`config.mk`:
```
export PLATFORM = sky130hd
export DESIGN_NAME = dec_digits_to_bin
export DESIGN_NICKNAME = d
export VERILOG_FILES = /design/src/rtl/dec_digits_to_bin.sv
export SDC_FILE = /design/constraint.sdc
export NUM_CORES = 1
export LEC_CHECK = 0
export ABC_AREA = 1
export BUFFER_PORTS_ARGS = -buffer_cell sky130_fd_sc_hd__clkbuf_2
export CAP_MARGIN = 20
export CORE_ASPECT_RATIO = 0.75
export CORE_MARGIN = 3
export CORE_UTILIZATION = 40
export CTS_CLUSTER_DIAMETER = 40
export DETAILED_ROUTE_END_ITERATION = 10
export PLACE_DENSITY = 0.69
export SYNTH_ARGS = -nofsm -noshare
export SYNTH_HDL_FRONTEND = slang
export SYNTH_SLANG_ARGS = --single-unit
```
`constraint.sdc`:
```
create_clock -name clk -period 2.5 [get_ports clk]
set_input_delay 0.375 -clock clk [delete_from_list [all_inputs] [get_ports clk]]
set_output_delay 0.375 -clock clk [all_outputs]
set_load 0.005 [all_outputs]
```
`src/rtl/dec_digits_to_bin.sv`:
```
// Serial decimal-to-binary accumulator: takes decimal digits MSD first over a
// valid/ready handshake and presents the rebuilt binary value with valid/ready.
module dec_digits_to_bin #(
  parameter int WIDTH      = 5,
  parameter int MAX_DIGITS = 2
) (
  input  logic             clk,
  input  logic             rst_n,
  input  logic             start,
  input  logic             digit_valid,
  input  logic [3:0]       digit,
  input  logic             digit_last,
  output logic             digit_ready,
  output logic [WIDTH-1:0] value,
  output logic             value_valid,
  input  logic             value_ready,
  output logic             busy,
  output logic             error,
  output logic [1:0]       err_code
);

  localparam int CW = $clog2(MAX_DIGITS + 1);
  localparam logic [CW-1:0]      MAX_CNT = CW'(MAX_DIGITS);
  localparam logic [WIDTH+3:0]   MAX_VAL = {4'b0000, {WIDTH{1'b1}}};
  localparam logic [WIDTH+3:0]   TEN     = (WIDTH+4)'(10);

  localparam logic [1:0] ERR_NONE    = 2'b00;
  localparam logic [1:0] ERR_ILLEGAL = 2'b01;
  localparam logic [1:0] ERR_OVF     = 2'b10;
  localparam logic [1:0] ERR_EMPTY   = 2'b11;

  typedef enum logic [1:0] {
    S_IDLE   = 2'b00,
    S_ACCUM  = 2'b01,
    S_RESULT = 2'b10,
    S_ERROR  = 2'b11
  } state_t;

  state_t           state_q, state_d;
  logic [WIDTH-1:0] acc_q, acc_d;
  logic [CW-1:0]    cnt_q, cnt_d;
  logic [1:0]       err_code_q, err_code_d;
  logic             digit_ready_q, value_valid_q, busy_q, error_q;
  logic [WIDTH+3:0] next_s;

  // Candidate accumulator value, wide enough that acc*10+9 never wraps.
  assign next_s = ({4'b0000, acc_q} * TEN) + {{WIDTH{1'b0}}, digit};

  // Next-state, accumulator and error-code logic.
  always_comb begin
    state_d    = state_q;
    acc_d      = acc_q;
    cnt_d      = cnt_q;
    err_code_d = err_code_q;
    case (state_q)
      S_IDLE: begin
        if (start) begin
          state_d    = S_ACCUM;
          acc_d      = {WIDTH{1'b0}};
          cnt_d      = {CW{1'b0}};
          err_code_d = ERR_NONE;
        end else begin
          state_d = S_IDLE;
        end
      end
      S_ACCUM: begin
        // Abort wins over everything; an accompanying digit is dropped.
        if (start) begin
          acc_d = {WIDTH{1'b0}};
          cnt_d = {CW{1'b0}};
        end else if (digit_valid) begin
          if (digit > 4'd9) begin
            state_d    = S_ERROR;
            err_code_d = ERR_ILLEGAL;
          end else if ((next_s > MAX_VAL) || (cnt_q == MAX_CNT)) begin
            state_d    = S_ERROR;
            err_code_d = ERR_OVF;
          end else begin
            acc_d   = next_s[WIDTH-1:0];
            cnt_d   = cnt_q + CW'(1);
            state_d = digit_last ? S_RESULT : S_ACCUM;
          end
        end else if (digit_last) begin
          if (cnt_q != {CW{1'b0}}) begin
            state_d = S_RESULT;
          end else begin
            state_d    = S_ERROR;
            err_code_d = ERR_EMPTY;
          end
        end else begin
          state_d = S_ACCUM;
        end
      end
      S_RESULT: begin
        if (value_ready) begin
          state_d = S_IDLE;
        end else begin
          state_d = S_RESULT;
        end
      end
      S_ERROR: begin
        if (start) begin
          state_d    = S_ACCUM;
          acc_d      = {WIDTH{1'b0}};
          cnt_d      = {CW{1'b0}};
          err_code_d = ERR_NONE;
        end else begin
          state_d = S_ERROR;
        end
      end
      default: begin
        state_d    = S_IDLE;
        err_code_d = ERR_NONE;
      end
    endcase
  end

  // State and registered outputs; flags are decoded from the next state so
  // they line up with the state register.
  always_ff @(posedge clk or negedge rst_n) begin
    if (!rst_n) begin
      state_q       <= S_IDLE;
      acc_q         <= {WIDTH{1'b0}};
      cnt_q         <= {CW{1'b0}};
      err_code_q    <= ERR_NONE;
      digit_ready_q <= 1'b0;
      value_valid_q <= 1'b0;
      busy_q        <= 1'b0;
      error_q       <= 1'b0;
    end else begin
      state_q       <= state_d;
      acc_q         <= acc_d;
      cnt_q         <= cnt_d;
      err_code_q    <= err_code_d;
      digit_ready_q <= (state_d == S_ACCUM);
      value_valid_q <= (state_d == S_RESULT);
      busy_q        <= (state_d == S_ACCUM) || (state_d == S_RESULT);
      error_q       <= (state_d == S_ERROR);
    end
  end

  assign digit_ready = digit_ready_q;
  assign value       = acc_q;
  assign value_valid = value_valid_q;
  assign busy        = busy_q;
  assign error       = error_q;
  assign err_code    = err_code_q;

endmodule

```
# == After elaboration in Yosys (flattened, before gate mapping) ==
# Cells that the tools add are included.
# totals
ff_bits,15
latchBits,0
mem_bits_rw,0
romBits,0
in_bits,10
out_inout_bits,11
elab_cells,66
n_memories,0
# op_classes
n_addsub,2
multipliers,1
div,0
order_cmp,2
n_eq_ne,15
shifts,0
muxes,30
bitwise_logic,0
n_reduce_logical,8
# ops
op,count
2-bit 2-to-1 mux,19
5-bit 2-to-1 mux,5
"3-bit inequality test, second input constant",5
"2-bit == test, second input constant",5
5-bit case mux with 2 select lines,1
9-bit by 4-bit adder with 9-bit output,1
"9-bit by 5-bit greater-than comparator with 1-bit output, second input constant",1
"5-bit by 3-bit multiplier with 8-bit output, second input constant",1
2-bit case mux with 2 select lines,2
2-bit case mux with 4 select lines,1
6-bit AND reduction,1
5-bit AND reduction,1
"2-bit by 1-bit == test with 1-bit output, second input constant",2
"4-bit greater-than comparator, second input constant",1
"4-bit inequality test, second input constant",1
2-bit nonzero test,2
"2-bit by 1-bit adder with 2-bit output, second input constant",1
2-bit logical NOT,1
1-bit logical OR,2
1-bit 2-to-1 mux,2
"2-bit by 1-bit inequality test with 1-bit output, second input constant",1
"2-bit inequality test, second input constant",1
2-bit OR reduction,1

# == Longest topological paths before layout ==
# logic_depth
word_depth,11
ltp_mapped,16
mapped_depth_nobuf,16

# == Least setup slack after synthesis ==
# OpenSTA, ideal clock, no wires.
# synth_path
kind,register to register
start,"reg acc_q[1], in the netlist value[1]"
end,"reg busy_q, in the netlist busy"
setup_ps,113
arrival_ps,2424
t_required_ps,2387
slack_ps,-36
stages_incl_launch_ff,15
period_less_slack_ps,2536
cell_sequence,dfrtp_1 > ha_1 > ha_1 > fa_1 > inv_1 > nand3_1 > nand2_1 > nor2_2 > nand4_2 > nand2_1 > nand2_1 > nand2_1 > a21oi_1 > ha_1 > inv_1
# synth_via
elab_chain_len,11
# synth_lines
item,line,text
start: declaration,40,"logic [WIDTH-1:0] acc_q, acc_d;"
start signal: assignment,123,acc_q <= {WIDTH{1'b0}};
5-bit by 3-bit multiplier with 8-bit output *,47,"assign next_s = ({4'b0000, acc_q} * TEN) + {{WIDTH{1'b0}}, digit};"
9-bit by 4-bit adder with 9-bit output *,47,
9-bit by 5-bit greater-than comparator with 1-bit output *,75,end else if ((next_s > MAX_VAL) || (cnt_q == MAX_CNT)) begin
1-bit logical OR *,75,
2-bit 2-to-1 mux *,75,
2-bit 2-to-1 mux *,72,if (digit > 4'd9) begin
2-bit 2-to-1 mux *,71,end else if (digit_valid) begin
2-bit 2-to-1 mux *,68,if (start) begin
2-bit case mux with 4 select lines *,55,case (state_q)
2-bit by 1-bit == test with 1-bit output or 2-bit == test (tied branches),137,busy_q <= (state_d == S_ACCUM) || (state_d == S_RESULT);
1-bit logical OR *,137,
end signal: assignment,137,
end: declaration,43,"logic digit_ready_q, value_valid_q, busy_q, error_q;"
# Mark *: on every way between the ends. The rest lies on a longest branch, timed or not.
# A chain may end at the register's enable or synchronous reset.

# == Worst setup path in the final report ==
# layout_path
start,"reg acc_q[3], in the netlist value[3]"
end,"reg busy_q, in the netlist busy"
# The elaborated chain is that of the path after synthesis.

==> out/results.ini <==
[clocking]
path_clk_slew_ns = 0.06
clockRootBuffer = clkbuf_8
clkLatencyLatePin_ns = 0.24
cts_made_buffers = 3
clk_path_buf_depth = 2
cts_tree = built
cts_num_sinks = 15
htree_levels = 1

[die]
core_area_um2 = 2760
dieWidth_um = 70.1
start_util = 0.447
placementRows = 16
dieArea_um2 = 3790
die_h_um = 54.1
io_pins = 21

[timing]
rsz0062_at_grt = yes
max_freq_mhz = 403
slew_violations = 0
fin_setup_tns_ns = 0
skew_ns = 0.00394
setup-violations-final = 0
finalCriticalPeriod_ns = 2.48
max-slew-margin-rel = 0.659
finalCritPeriodShare = 0.992
tightest_slew_ns = 0.512
hold_violations = 0

[final_layout]
final_common_cell = nand2_1
final_cell_mix = 33 x nand2_1, 20 x clkbuf_2, 17 x inv_1, 15 x ha_1, 14 x dfrtp_1
num-nets-final = 217
register_area_um2 = 377
num_antenna_cells = 0
final_core_util = 0.567
fin_area_um2 = 1570
fillers = 252
drive_above_1_share = 0.371
area.growth.synth_to_final_pct = 26.9
multi_input_area_um2 = 860

[route]
ant_nets = 0
drcViolationCount = 0
vias_per_cell = 4.84
drt_wl_total_um = 2760
first_pass_iters = 4
drt_iter0_drc = 29
drt-wirelength-per-cell_um = 12.4
num_vias = 1075

[yosys]
synth_cell_types = 25
synth_seq_area_share = 0.304
syn_area_um2 = 1230
synth-adder-area-share = 0.215
synth_top_family_by_area = simple AND/OR/NAND/NOR gates
yosys_warnings = 0
synthesis.nets = 185
yosysTopAreaCell = dfrtp_1
synth-seq-cells = 15
synth_xor_area_frac = 0
yosysTopAreaCellShare = 0.304
syn-instance-count = 155
syn_avg_cell_area_um2 = 7.96
synth_compound_area_frac = 0.110
synth-simple-area-share = 0.294
muxShareOfSynthArea = 0
synth_area_leaders = dfrtp_1 30%, ha_1 18%, nand2_1 12%

[global_routing]
antenna_found_initial = 0
track_usage = 0.152
grt_pass1_wl_um = 4550
grt_pass1_vias = 1028
grt_max_degree = 16
grt_overflow_total = 0

[worst_setup_path]
end_kind = register
worst_ep_required_time_ns = 2.64
cp_max_fo = 3
crit_arrival_ns = 2.62
worstSetupStartpointType = register
path_class = reg -> reg

[power]
power_mw = 1.87
vdd_drop_max_mv = 0.507
leakagePower_nw = 0.831
power_density_nw_per_um2 = 1190

[worst_hold_path]
min_path_type = in -> async

[placement]
io_buffers = 20
gp_congestion = 0.878
dpl_cell_area_um2 = 1420
dp_hpwl_um = 2080

[job]
cap_viol_max_count = 0

[run_status]
status = finished clean

[routing by layer]
layer	track usage	routed length [um]	up-vias
met5	0	0	-
met4	0.0637	25	0
met3	0.0131	91	2
met2	0.230	1220	23
met1	0.222	1420	489
li1	-	-	561
[power breakdown]
group | switching, mW | internal [mW]
Sequential | 0.0667 | 0.346
Combinational | 0.725 | 0.541
Clock | 0.0795 | 0.113
[path summary, 6_finish.rpt]
check                      startpoint    endpoint  slack (ns)  cells after the start
hold / removal                  rst_n  state_q[0]        0.04                      1
setup / recovery             value[3]        busy        0.02                     14
hold reg to reg              cnt_q[0]    cnt_q[0]        0.48                      2
max in group asynchronous       rst_n    value[2]        2.16                      1
setup reg to reg             value[3]        busy        0.02                     14
min in group clk             digit[0]    value[0]        0.37                      3
[per-stage QoR]
step | cells | hold WS [ns] | worst slack (ns)
floorplan | 155 | 0.0794 | 0.000432
global placement | 215 | 0.315 | 0.0367
detailed placement | 215 | 0.318 | -0.0450
CTS | 219 | 0.0550 | 0.000377
global route | 222 | 0.0722 | -0.110
finish | 222 | 0.0401 | 0.0189
[kinds of logic after synthesis]
family                   after synthesis
adder cells (fa/ha/maj)               20
AO/OA/AOI/OAI                         20
AND/OR/NAND/NOR                       77
buffers and inverters                 23
flip-flops                            15
[state kept, by name, indices dropped and copies added, names as in the netlist]
signal,flops
value_valid,1
cnt_q,2
error,1
state_q,2
err_code,2
value,5
busy,1
digit_ready,1
[worst max-delay path, cell delays in order (launching register included)]
cell and delay [ns]:
dfrtp_1 0.41, ha_4 0.26, ha_4 0.16, fa_2 0.59
inv_2 0.04, nand3_2 0.07, nand2_2 0.06, nor2_4 0.12
nand4_2 0.08, nand2_1 0.07, nand2_1 0.06, nand2_2 0.08
a21oi_2 0.06, ha_1 0.29, inv_2 0.03
[Yosys cell counts]
library cell / number
a21boi_0: 2
nand2_1: 39
inv_2: 2
a21oi_1: 5
nand3_1: 9
or2_1: 1
buf_2: 1
a21oi_2: 1
nor2_1: 11
nand3_2: 1
nand2_2: 6
dfrtp_1: 15
ha_1: 18
nor2_2: 2
fa_1: 2
buf_6: 1
nand4_1: 2
o21ai_2: 7
or2_2: 1
nand4_2: 1
inv_1: 19
o21ai_0: 5
nand2_4: 1
and2_1: 1
nand3b_1: 2
[layout make-up]
cell class                 instances  area share
clock buffer                       4      0.0288
inverter                          21      0.0504
multi-input combinational        118       0.549
sequential                        15       0.241
tap                               36      0.0288
timing repair buffer              28       0.102
[repair_timing]
item,4_1_cts,5_1_grt
pin swaps,3,8
endpoints found under the setup margin,4,13
gates resized for setup,1,15
gates cloned,0,1
hold buffers,0,0
endpoints found under the hold margin,0,0
setup buffers,0,2
Note: power is estimated with default switching activity, not from simulation.
